==> src/rtl/cpu_seq_pkg.sv <==
// Shared definitions for the accumulator CPU instruction sequencer.
//   state_e       : sequencer states; encodings 6-7 are illegal and recover to StErr.
//   StateW        : width of the state encoding exported on state_o.
//   WdogWDefault  : default watchdog counter width (wait limit is 2**WDOG_W cycles).
package cpu_seq_pkg;

  localparam int unsigned StateW       = 3;
  localparam int unsigned WdogWDefault = 8;

  typedef enum logic [StateW-1:0] {
    StIdle    = 3'd0,
    StFetch   = 3'd1,
    StExec    = 3'd2,
    StWaitIn  = 3'd3,
    StWaitOut = 3'd4,
    StErr     = 3'd5
  } state_e;

endpackage

==> src/rtl/cpu_seq_wait_timer.sv <==
// Watchdog counter for the sequencer's I/O wait states.
//   clk_i   : clock, rising edge
//   rst_ni  : asynchronous active-low reset
//   clr_i   : synchronous clear (has priority over en_i)
//   en_i    : count one wait cycle
//   limit_o : counter has reached 2**WDOG_W-1
module cpu_seq_wait_timer #(
  parameter int unsigned WDOG_W = 8
) (
  input  logic clk_i,
  input  logic rst_ni,
  input  logic clr_i,
  input  logic en_i,
  output logic limit_o
);

  logic [WDOG_W-1:0] cnt_q, cnt_d;

  always_comb begin
    cnt_d = cnt_q;
    if (clr_i) begin
      cnt_d = '0;
    end else if (en_i) begin
      cnt_d = cnt_q + 1'b1;
    end
  end

  always_ff @(posedge clk_i or negedge rst_ni) begin
    if (!rst_ni) begin
      cnt_q <= '0;
    end else begin
      cnt_q <= cnt_d;
    end
  end

  assign limit_o = &cnt_q;

endmodule

==> src/rtl/cpu_seq.sv <==
// Multi-cycle FETCH/EXEC sequencer for the accumulator CPU. Turns decoded control strobes
// into register write enables, stalls on INP/OUT handshakes and traps to a sticky error
// state when a wait exceeds the watchdog limit.
//   clk_i, rst_ni            : clock, asynchronous active-low reset
//   run_i, step_i            : free-run level / single-instruction pulse (honoured in IDLE)
//   ctrl_{inp,out,mw,alu,imm}_i : decoded strobes of the current IR (valid in EXEC)
//   in_valid_i, out_ready_i  : external handshake partners
//   ir_we_o, pc_en_o, acc_we_o, mem_we_o, inp_we_o, out_we_o : datapath write enables
//   in_ready_o, out_valid_o  : handshake outputs (state-only)
//   busy_o, wdog_err_o, state_o : status (state-only)
module cpu_seq
  import cpu_seq_pkg::*;
#(
  parameter int unsigned WDOG_W = WdogWDefault
) (
  input  logic              clk_i,
  input  logic              rst_ni,
  input  logic              run_i,
  input  logic              step_i,
  input  logic              ctrl_inp_i,
  input  logic              ctrl_out_i,
  input  logic              ctrl_mw_i,
  input  logic              ctrl_alu_i,
  input  logic              ctrl_imm_i,
  input  logic              in_valid_i,
  input  logic              out_ready_i,
  output logic              ir_we_o,
  output logic              pc_en_o,
  output logic              acc_we_o,
  output logic              mem_we_o,
  output logic              inp_we_o,
  output logic              out_we_o,
  output logic              in_ready_o,
  output logic              out_valid_o,
  output logic              busy_o,
  output logic              wdog_err_o,
  output logic [StateW-1:0] state_o
);

  state_e state_q, state_d;
  state_e done_state;
  logic   in_hs, out_hs, waiting, wdog_limit;

  assign in_hs      = (state_q == StWaitIn) && in_valid_i;
  assign out_hs     = (state_q == StWaitOut) && out_ready_i;
  assign waiting    = (state_q == StWaitIn) || (state_q == StWaitOut);
  // An instruction that completes while run_i has dropped parks the machine in IDLE.
  assign done_state = run_i ? StFetch : StIdle;

  // Cleared throughout EXEC so every wait starts from zero; counts only stalled wait cycles.
  cpu_seq_wait_timer #(
    .WDOG_W(WDOG_W)
  ) u_wait_timer (
    .clk_i  (clk_i),
    .rst_ni (rst_ni),
    .clr_i  (state_q == StExec),
    .en_i   (waiting && !(in_hs || out_hs)),
    .limit_o(wdog_limit)
  );

  // State register.
  always_ff @(posedge clk_i or negedge rst_ni) begin
    if (!rst_ni) begin
      state_q <= StIdle;
    end else begin
      state_q <= state_d;
    end
  end

  // Next-state logic.
  always_comb begin
    state_d = state_q;
    case (state_q)
      StIdle: begin
        if (run_i || step_i) state_d = StFetch;
      end
      StFetch: state_d = StExec;
      StExec: begin
        if (ctrl_inp_i) begin
          state_d = StWaitIn;
        end else if (ctrl_out_i) begin
          state_d = StWaitOut;
        end else begin
          state_d = done_state;
        end
      end
      StWaitIn: begin
        // A handshake on the limit cycle still completes the instruction.
        if (in_valid_i) begin
          state_d = done_state;
        end else if (wdog_limit) begin
          state_d = StErr;
        end
      end
      StWaitOut: begin
        if (out_ready_i) begin
          state_d = done_state;
        end else if (wdog_limit) begin
          state_d = StErr;
        end
      end
      StErr:   state_d = StErr;
      default: state_d = StErr;
    endcase
  end

  // Output decode.
  always_comb begin
    ir_we_o  = 1'b0;
    pc_en_o  = 1'b0;
    acc_we_o = 1'b0;
    mem_we_o = 1'b0;
    inp_we_o = 1'b0;
    out_we_o = 1'b0;
    case (state_q)
      StFetch: ir_we_o = 1'b1;
      StExec: begin
        if (ctrl_inp_i) begin
          // Nothing commits until the input beat arrives.
        end else if (ctrl_out_i) begin
          out_we_o = 1'b1;
        end else begin
          pc_en_o  = 1'b1;
          acc_we_o = ctrl_alu_i || ctrl_imm_i;
          mem_we_o = ctrl_mw_i;
        end
      end
      StWaitIn: begin
        inp_we_o = in_valid_i;
        acc_we_o = in_valid_i;
        pc_en_o  = in_valid_i;
      end
      StWaitOut: pc_en_o = out_ready_i;
      default: ;
    endcase
  end

  assign in_ready_o  = (state_q == StWaitIn);
  assign out_valid_o = (state_q == StWaitOut);
  assign busy_o      = (state_q == StFetch) || (state_q == StExec) ||
                       (state_q == StWaitIn) || (state_q == StWaitOut);
  assign wdog_err_o  = (state_q == StErr);
  assign state_o     = state_q;

endmodule
==> config.mk <==
export PLATFORM = sky130hd
export DESIGN_NAME = cpu_seq
export DESIGN_NICKNAME = d
export VERILOG_FILES = /design/src/rtl/cpu_seq_pkg.sv /design/src/rtl/cpu_seq_wait_timer.sv /design/src/rtl/cpu_seq.sv
export SDC_FILE = /design/constraint.sdc
export NUM_CORES = 1
export LEC_CHECK = 0
export BUFFER_PORTS_ARGS = -buffer_cell sky130_fd_sc_hd__clkbuf_2
export CORE_ASPECT_RATIO = 1.1
export CORE_MARGIN = 2
export CORE_UTILIZATION = 48
export DETAILED_ROUTE_END_ITERATION = 10
export GPL_ROUTABILITY_DRIVEN = 1
export GPL_TIMING_DRIVEN = 0
export PLACE_DENSITY = 0.76
export SLEW_MARGIN = 0
export SYNTH_ARGS = -nofsm -noshare
export SYNTH_HDL_FRONTEND = slang
export SYNTH_HIERARCHICAL = 1
export SYNTH_SLANG_ARGS = --single-unit
==> constraint.sdc <==
create_clock -name clk_i -period 1.8 [get_ports clk_i]
set_input_delay 0.09 -clock clk_i [delete_from_list [all_inputs] [get_ports clk_i]]
set_output_delay 0.09 -clock clk_i [all_outputs]
set_load 0.05 [all_outputs]
==> flow_metrics.tcl, run 1 <==
set metrics [dict create \
    finalCriticalPeriod_ns 1.745 \
    critical_path.top_delay_family "simple AND/OR/NAND/NOR gates" \
    layout-area-overhead-vs-synth_pct 39.12 \
    area_of_placed_instances_um2 884.6 \
    worst_hold_slack_ns 0.1328 \
    num_rows 14 \
    post_route_cells_drive_above_1_share 0.4180 \
    crit-reg2reg-capture "u_wait_timer/cnt_q[7]" \
    fin_worst_skew_ns 0.0008638 \
    groute.usage.overall 0.2051 \
    synth_seq_area_share 0.3741 \
    critical_path_buf_inv_count 1 \
    clock_tree_root_buffer_cell "clkbuf_4" \
    die-area_um2 1862 \
    worstSetupEndpointType "register" \
    cts_tree "done" \
    fp.dieW_um 41.33 \
    grt_start_max_net_pins 12 \
    hold_path_end "state_o[1]" \
    vias_per_cell 5.362 \
    fillCellCount 121 \
    leakagePower_nw 0.5216 \
    htree_levels 1 \
    hpwl_mm 1.220 \
    post_drt_wl_per_cell_um 12.97 \
    path_cells "nor2b_4 -> and2_4 -> a22o_1 -> buf_6 -> nand4_4 -> or3_4 -> a21oi_2" \
    path_max_fanout 6 \
    gp_congestion 0.7315 \
    finalSetupViolCount 0 \
    grt_setup_unrepaired "true" \
    num-nets-final 135 \
    drt_drc_violations_left 0 \
    finalSetupTns_ns 0 \
    yosysMostFrequentCell "dfrtp_1" \
    worst-r2r-setup-slack_ns 0.05 \
    n_diodes 0 \
    timing_worst_setup_path_type "reg -> reg" \
    sequential_cell_area_um2 277.8 \
    p_total_mw 1.733 \
    post_synth_num_cell_types 32 \
    gr-total-overflow 0 \
    max_freq_mhz 573.0 \
    worst-endpoint-required_ns 1.99 \
    number_of_global_route_vias_before_repair 655 \
    initial_utilization 0.5250 \
    drtPass1Iterations 3 \
    report.final.hold_viol_count 0 \
    detail_route.wirelength_mm 1.790 \
    ctsLongestPathBuffers 2 \
    io_buffers 23 \
    drt_iter0_drc 3 \
    power.combinational.fraction 0.670 \
    worst_hold_path.num_cells 3 \
    worst_path_max_delay_cell "dfrtp_2" \
    hp-start "ctrl_inp_i" \
    min_path_type "in -> reg" \
    postLayoutSetupSlackWorst_ns 0.05473 \
    vias_after_detailed_routing 740 \
    critical_path.max_stage_delay_ns 0.44 \
    power.share.switching 0.5268 \
    antenna_violations_before_repair 0 \
    synth_top_cells_by_area "dfrtp_1, nand3_1, o21ai_0" \
    core_area_um2 1401 \
    multiInputGateArea_um2 432.9 \
    cap_violations 0 \
    reg2reg_from "state_o[1]" \
    postSynthAreaPerCell_um2 8.758 \
    finalMaxSlewViolations 0 \
    io_pins 24 \
    power.switching_uw 912.8 \
    ir_drop_uv 1391 \
    drt.antenna.violating_nets 0 \
    postSynthRegisterBits 11 \
    pwr-share-clk 0.093 \
    synth.yosys.warnings 6 \
    die_h_um 45.06 \
    synth_async_sr_flop_share 1.000 \
    cts.sink_count 11 \
    min_period_over_period 0.9696 \
    worst_skew_pair.late_latency_ns 0.25 \
    cellPowerDensity_nw_per_um2 1693 \
    worst_pin_slew_ns 0.3649 \
    worstRegToRegCells 7 \
    syn_area_um2 735.7 \
    synth.net_count 96 \
    max-slew-margin-rel 0.7567 \
    synthesized_instance_count 84 \
    layout.cell_area.non_filler_um2 1023 \
    pre_cts_slack_ns -0.02961 \
    share_seq_of_total_power 0.237 \
    yosys.area.top_type "dfrtp_1" \
    synth_largest_type_area_fraction 0.3741 \
    status "finished clean" \
    synth.top_cells.by_count "dfrtp_1, nor2_1, nand3_1, o21ai_0, nand2_1" \
    internal_power_uw 820.0 \
    cp-start-kind "register" \
    numCtsBuffers 3 \
    grt_pass1_wl_mm 2.684 \
    synth_enable_flop_cells 0 \
    cts.clk_slew.worst_paths_ns 0.07 \
    critPathArrivalTime_ns 1.93 \
    synth_ff_type "dfrtp_1" \
]
[layout make-up]
class,count,share of cell area
well taps,16,0.01956
flip-flops and latches,11,0.2714
inverters,4,0.01467
clock buffers,4,0.02567
plain buffers,4,0.03056
multi-input cells,64,0.4230
repair buffers,35,0.2152
[placed cells by master, fill, tap and decap left out, drive strengths merged, types with 3 or more instances in the layout]
master,synthesis,layout
or3,3,3
nand3,6,6
and3,3,3
a21oi,4,4
dfrtp,11,11
nand4,3,3
xor2,3,3
nor3,3,3
nor2,9,9
buf,5,14
clkbuf,0,28
nand2,5,5
inv,4,4
o21ai,8,8
[how the worst max path moves through the flow]
stage / start / to / depth (start not counted)
6_report: state_o[1] / u_wait_timer/cnt_q[7] / 7
5_1_grt: state_o[1] / u_wait_timer/cnt_q[7] / 7
4_1_cts: state_o[1] / u_wait_timer/cnt_q[7] / 8
3_5_place_dp: state_o[1] / u_wait_timer/cnt_q[7] / 8
3_3_place_gp: state_o[1] / u_wait_timer/cnt_q[5] / 8
2_1_floorplan: state_o[1] / u_wait_timer/cnt_q[5] / 8
[worst register-to-register path, cell delays in order, from the launching register on]
cell and delay [ns]:
dfrtp_2 0.44, nor2b_4 0.18, and2_4 0.14, a22o_1 0.14, buf_6 0.12, nand4_4 0.13, or3_4 0.41, a21oi_2 0.12
[flip-flops by register name, indices dropped and copies added, names as in the netlist]
name / count
state_o: 3
u_wait_timer/cnt_q: 8
[through the flow]
stage / std cells / util
2_1_floorplan: 84 / -
3_3_place_gp: 123 / 0.6313
3_5_place_dp: 123 / 0.6313
4_1_cts: 129 / 0.6661
5_1_grt: 138 / 0.7304
6_report: 138 / 0.7304
[cell families after synthesis]
group / Yosys count / share of synthesized area
AOI/OAI and AO/OA: 15 / 0.1174
DFF: 11 / 0.3741
xor gates and xnor gates: 5 / 0.05953
buffers and inverters: 9 / 0.07311
muxes: 2 / 0.02721
adders and majority gates: 1 / 0.01700
and+or+nand+nor: 41 / 0.3317
[routing by layer]
layer | global-route usage | wire (µm) | vias to the layer above
li1 | - | - | 371
met1 | 0.2673 | 799 | 347
met2 | 0.3438 | 904 | 20
met3 | 0.02956 | 73 | 2
met4 | 0.05806 | 12 | 0
met5 | 0 | 0 | -
[repair_timing]
item                       in CTS  in global routing
buffers inserted                1                 10
resized for setup               1                  5
hold buffers                    1                  0
setup endpoints to repair       2                  3
hold endpoints to repair       11                  0
pin swaps                       0                  4
[power groups by stage]
stage	combinational (mW)	sequential [mW]	clock (mW)
after floorplan	0.710	0.495	0
after global placement	1.01	0.391	0
after detailed placement	1.01	0.393	0
after CTS	1.04	0.394	0.169
after global routing	1.23	0.420	0.181
final	1.16	0.410	0.161
Power figures use the tool's default switching activity.
==> run 2, diff against run 1 <==
- SETUP_SLACK_MARGIN: not set -> 0.15
- SKIP_CTS_REPAIR_TIMING: not set -> 1
==> flow_metrics.tcl, run 2 (same netlist as run 1, synthesis figures left out) <==
set metrics [dict create \
    crit-reg2reg-capture "u_wait_timer/cnt_q[5]" \
    dp.cells 123 \
    grt_start_max_net_pins 12 \
    drt_iter0_drc 16 \
    vias_per_cell 5.786 \
    global_routing_usage_on_met1 0.2468 \
    path_max_fanout 7 \
    cts.sink_count 11 \
    ctsLongestPathBuffers 2 \
    path_cells "buf_6 -> nor2_4 -> and2_4 -> a22o_1 -> buf_6 -> nand4_4 -> or3_4 -> a21oi_2" \
    met3_usage 0.02956 \
    grt_pass1_wl_mm 2.490 \
    number_of_global_route_vias_before_repair 598 \
    critical_path.top_delay_family "simple AND/OR/NAND/NOR gates" \
    max_flop_register "u_wait_timer/cnt_q" \
    finalMaxSlewViolations 0 \
    hp-start "ctrl_inp_i" \
    gr-total-overflow 0 \
    post_route_cells_drive_above_1_share 0.4677 \
    fillCellCount 86 \
    hpwl_mm 1.182 \
    antenna_violations_before_repair 0 \
    fin_worst_skew_ns 0.002826 \
    worst_pin_slew_ns 0.4131 \
    worstSetupEndpointType "register" \
    postLayoutSetupSlackWorst_ns -0.03307 \
    cts.clk_slew.worst_paths_ns 0.07 \
    min_path_type "in -> reg" \
    layout.cells.most_common "clkbuf_2" \
    groute.usage.overall 0.2055 \
    post_drt_wl_per_cell_um 15.44 \
    cp_common_cell "buf_6" \
    min_period_over_period 1.018 \
    grt_setup_unrepaired "true" \
    num_rows 14 \
    layout.cell_area.non_filler_um2 1091 \
    report.final.hold_viol_count 0 \
    worst_hold_path.num_cells 3 \
    worst_path_max_delay_cell "dfrtp_2" \
    hold_path_end "state_o[1]" \
    global_route_met2_utilization 0.3188 \
    failed_checks "setup timing" \
    fp.dieW_um 41.33 \
    drt.antenna.violating_nets 0 \
    vias_after_detailed_routing 810 \
    max_freq_mhz 545.5 \
    initial_utilization 0.5250 \
    core_area_um2 1401 \
    finalCriticalPeriod_ns 1.833 \
    cellPowerDensity_nw_per_um2 1733 \
    io_pins 24 \
    num-nets-final 137 \
    drt_drc_violations_left 0 \
    status "finished with violations" \
    cts_tree "done" \
    max-slew-margin-rel 0.7246 \
    worst_skew_pair.late_latency_ns 0.28 \
    sequential_cell_area_um2 277.8 \
    ir_drop_uv 1514 \
    multiInputGateArea_um2 465.4 \
    die-area_um2 1862 \
    reg2reg_from "state_o[1]" \
    grt-busiest-layer "met2" \
    n_diodes 0 \
    timing_worst_setup_path_type "reg -> reg" \
    largest_register_ff_count 8 \
    io_buffers 23 \
    htree_levels 1 \
    critPathArrivalTime_ns 2.04 \
    gp_congestion 0.6838 \
    commonest_cells_after_routing_fill_and_taps_aside "clkbuf_2, buf_4, dfrtp_1" \
    worst-r2r-setup-slack_ns -0.03 \
    leakagePower_nw 0.5620 \
    finalSetupViolCount 1 \
    worst-endpoint-required_ns 2.01 \
    detail_route.wirelength_mm 2.162 \
    worstRegToRegCells 8 \
    area_of_placed_instances_um2 888.4 \
    final-instance-count-excl-fill 140 \
    cp-start-kind "register" \
    clock_tree_root_buffer_cell "clkbuf_4" \
    critical_path_buf_inv_count 2 \
    numCtsBuffers 3 \
    p_total_mw 1.890 \
    die_h_um 45.06 \
    layout-area-overhead-vs-synth_pct 48.30 \
    cap_violations 0 \
    drtPass1Iterations 4 \
    critical_path.max_stage_delay_ns 0.41 \
]
-- run 2: cell count changes in the layout (fill, tap and decap cells not counted), moves of 2 or more --
cell | before | now
buf_4 | 9 | 11
clkbuf_2 | 23 | 19
buf_6 | 2 | 8
nand2_1 | 5 | 3
-- run 2: layout make-up --
class,instances,area share
multi-input combinational,64,0.4266
sequential,11,0.2546
timing repair buffer,36,0.2236
buffer,5,0.03899
clock buffer,4,0.02408
tap,16,0.01835
inverter,4,0.01376
-- run 2: through the flow --
stage / hold WS [ns] / util / setup TNS (ns) / worst slack [ns]
final: 0.1081 / 0.7786 / -0.03307 / -0.03307
after global routing: 0.1426 / 0.7786 / -0.1202 / -0.07537
after CTS: -0.3151 / 0.6527 / -0.1444 / -0.08221
after detailed placement: -0.01917 / 0.6339 / -0.08001 / -0.05071
after global placement: -0.02271 / 0.6339 / -0.04274 / -0.02710
after floorplan: -0.2056 / - / -0.5804 / -0.2125
-- run 2: report_power, final --
group,switching [mW],internal (mW)
Combinational,0.805,0.507
Sequential,0.0899,0.310
Clock,0.0921,0.0861
-- run 2: layer usage --
layer / part of all wire / wire [µm]
met3: 0.039 / 84
met4: 0.033 / 72
met5: 0 / 0
met1: 0.39 / 844
met2: 0.54 / 1161
-- run 2: worst max-delay path by stage --
stage / to / cells after the start / start / slack, ns
2_1_floorplan: u_wait_timer/cnt_q[5] / 8 / state_o[1] / -0.21
3_3_place_gp: u_wait_timer/cnt_q[7] / 8 / state_o[1] / -0.03
3_5_place_dp: u_wait_timer/cnt_q[5] / 8 / state_o[1] / -0.05
4_1_cts: u_wait_timer/cnt_q[5] / 8 / state_o[1] / -0.08
5_1_grt: u_wait_timer/cnt_q[5] / 8 / state_o[1] / -0.08
6_report: u_wait_timer/cnt_q[5] / 8 / state_o[1] / -0.03
-- run 2: worst min-delay path, stage by stage --
cell      delay, ns
clkbuf_2       0.12
nand3b_1       0.09
a21oi_1        0.06
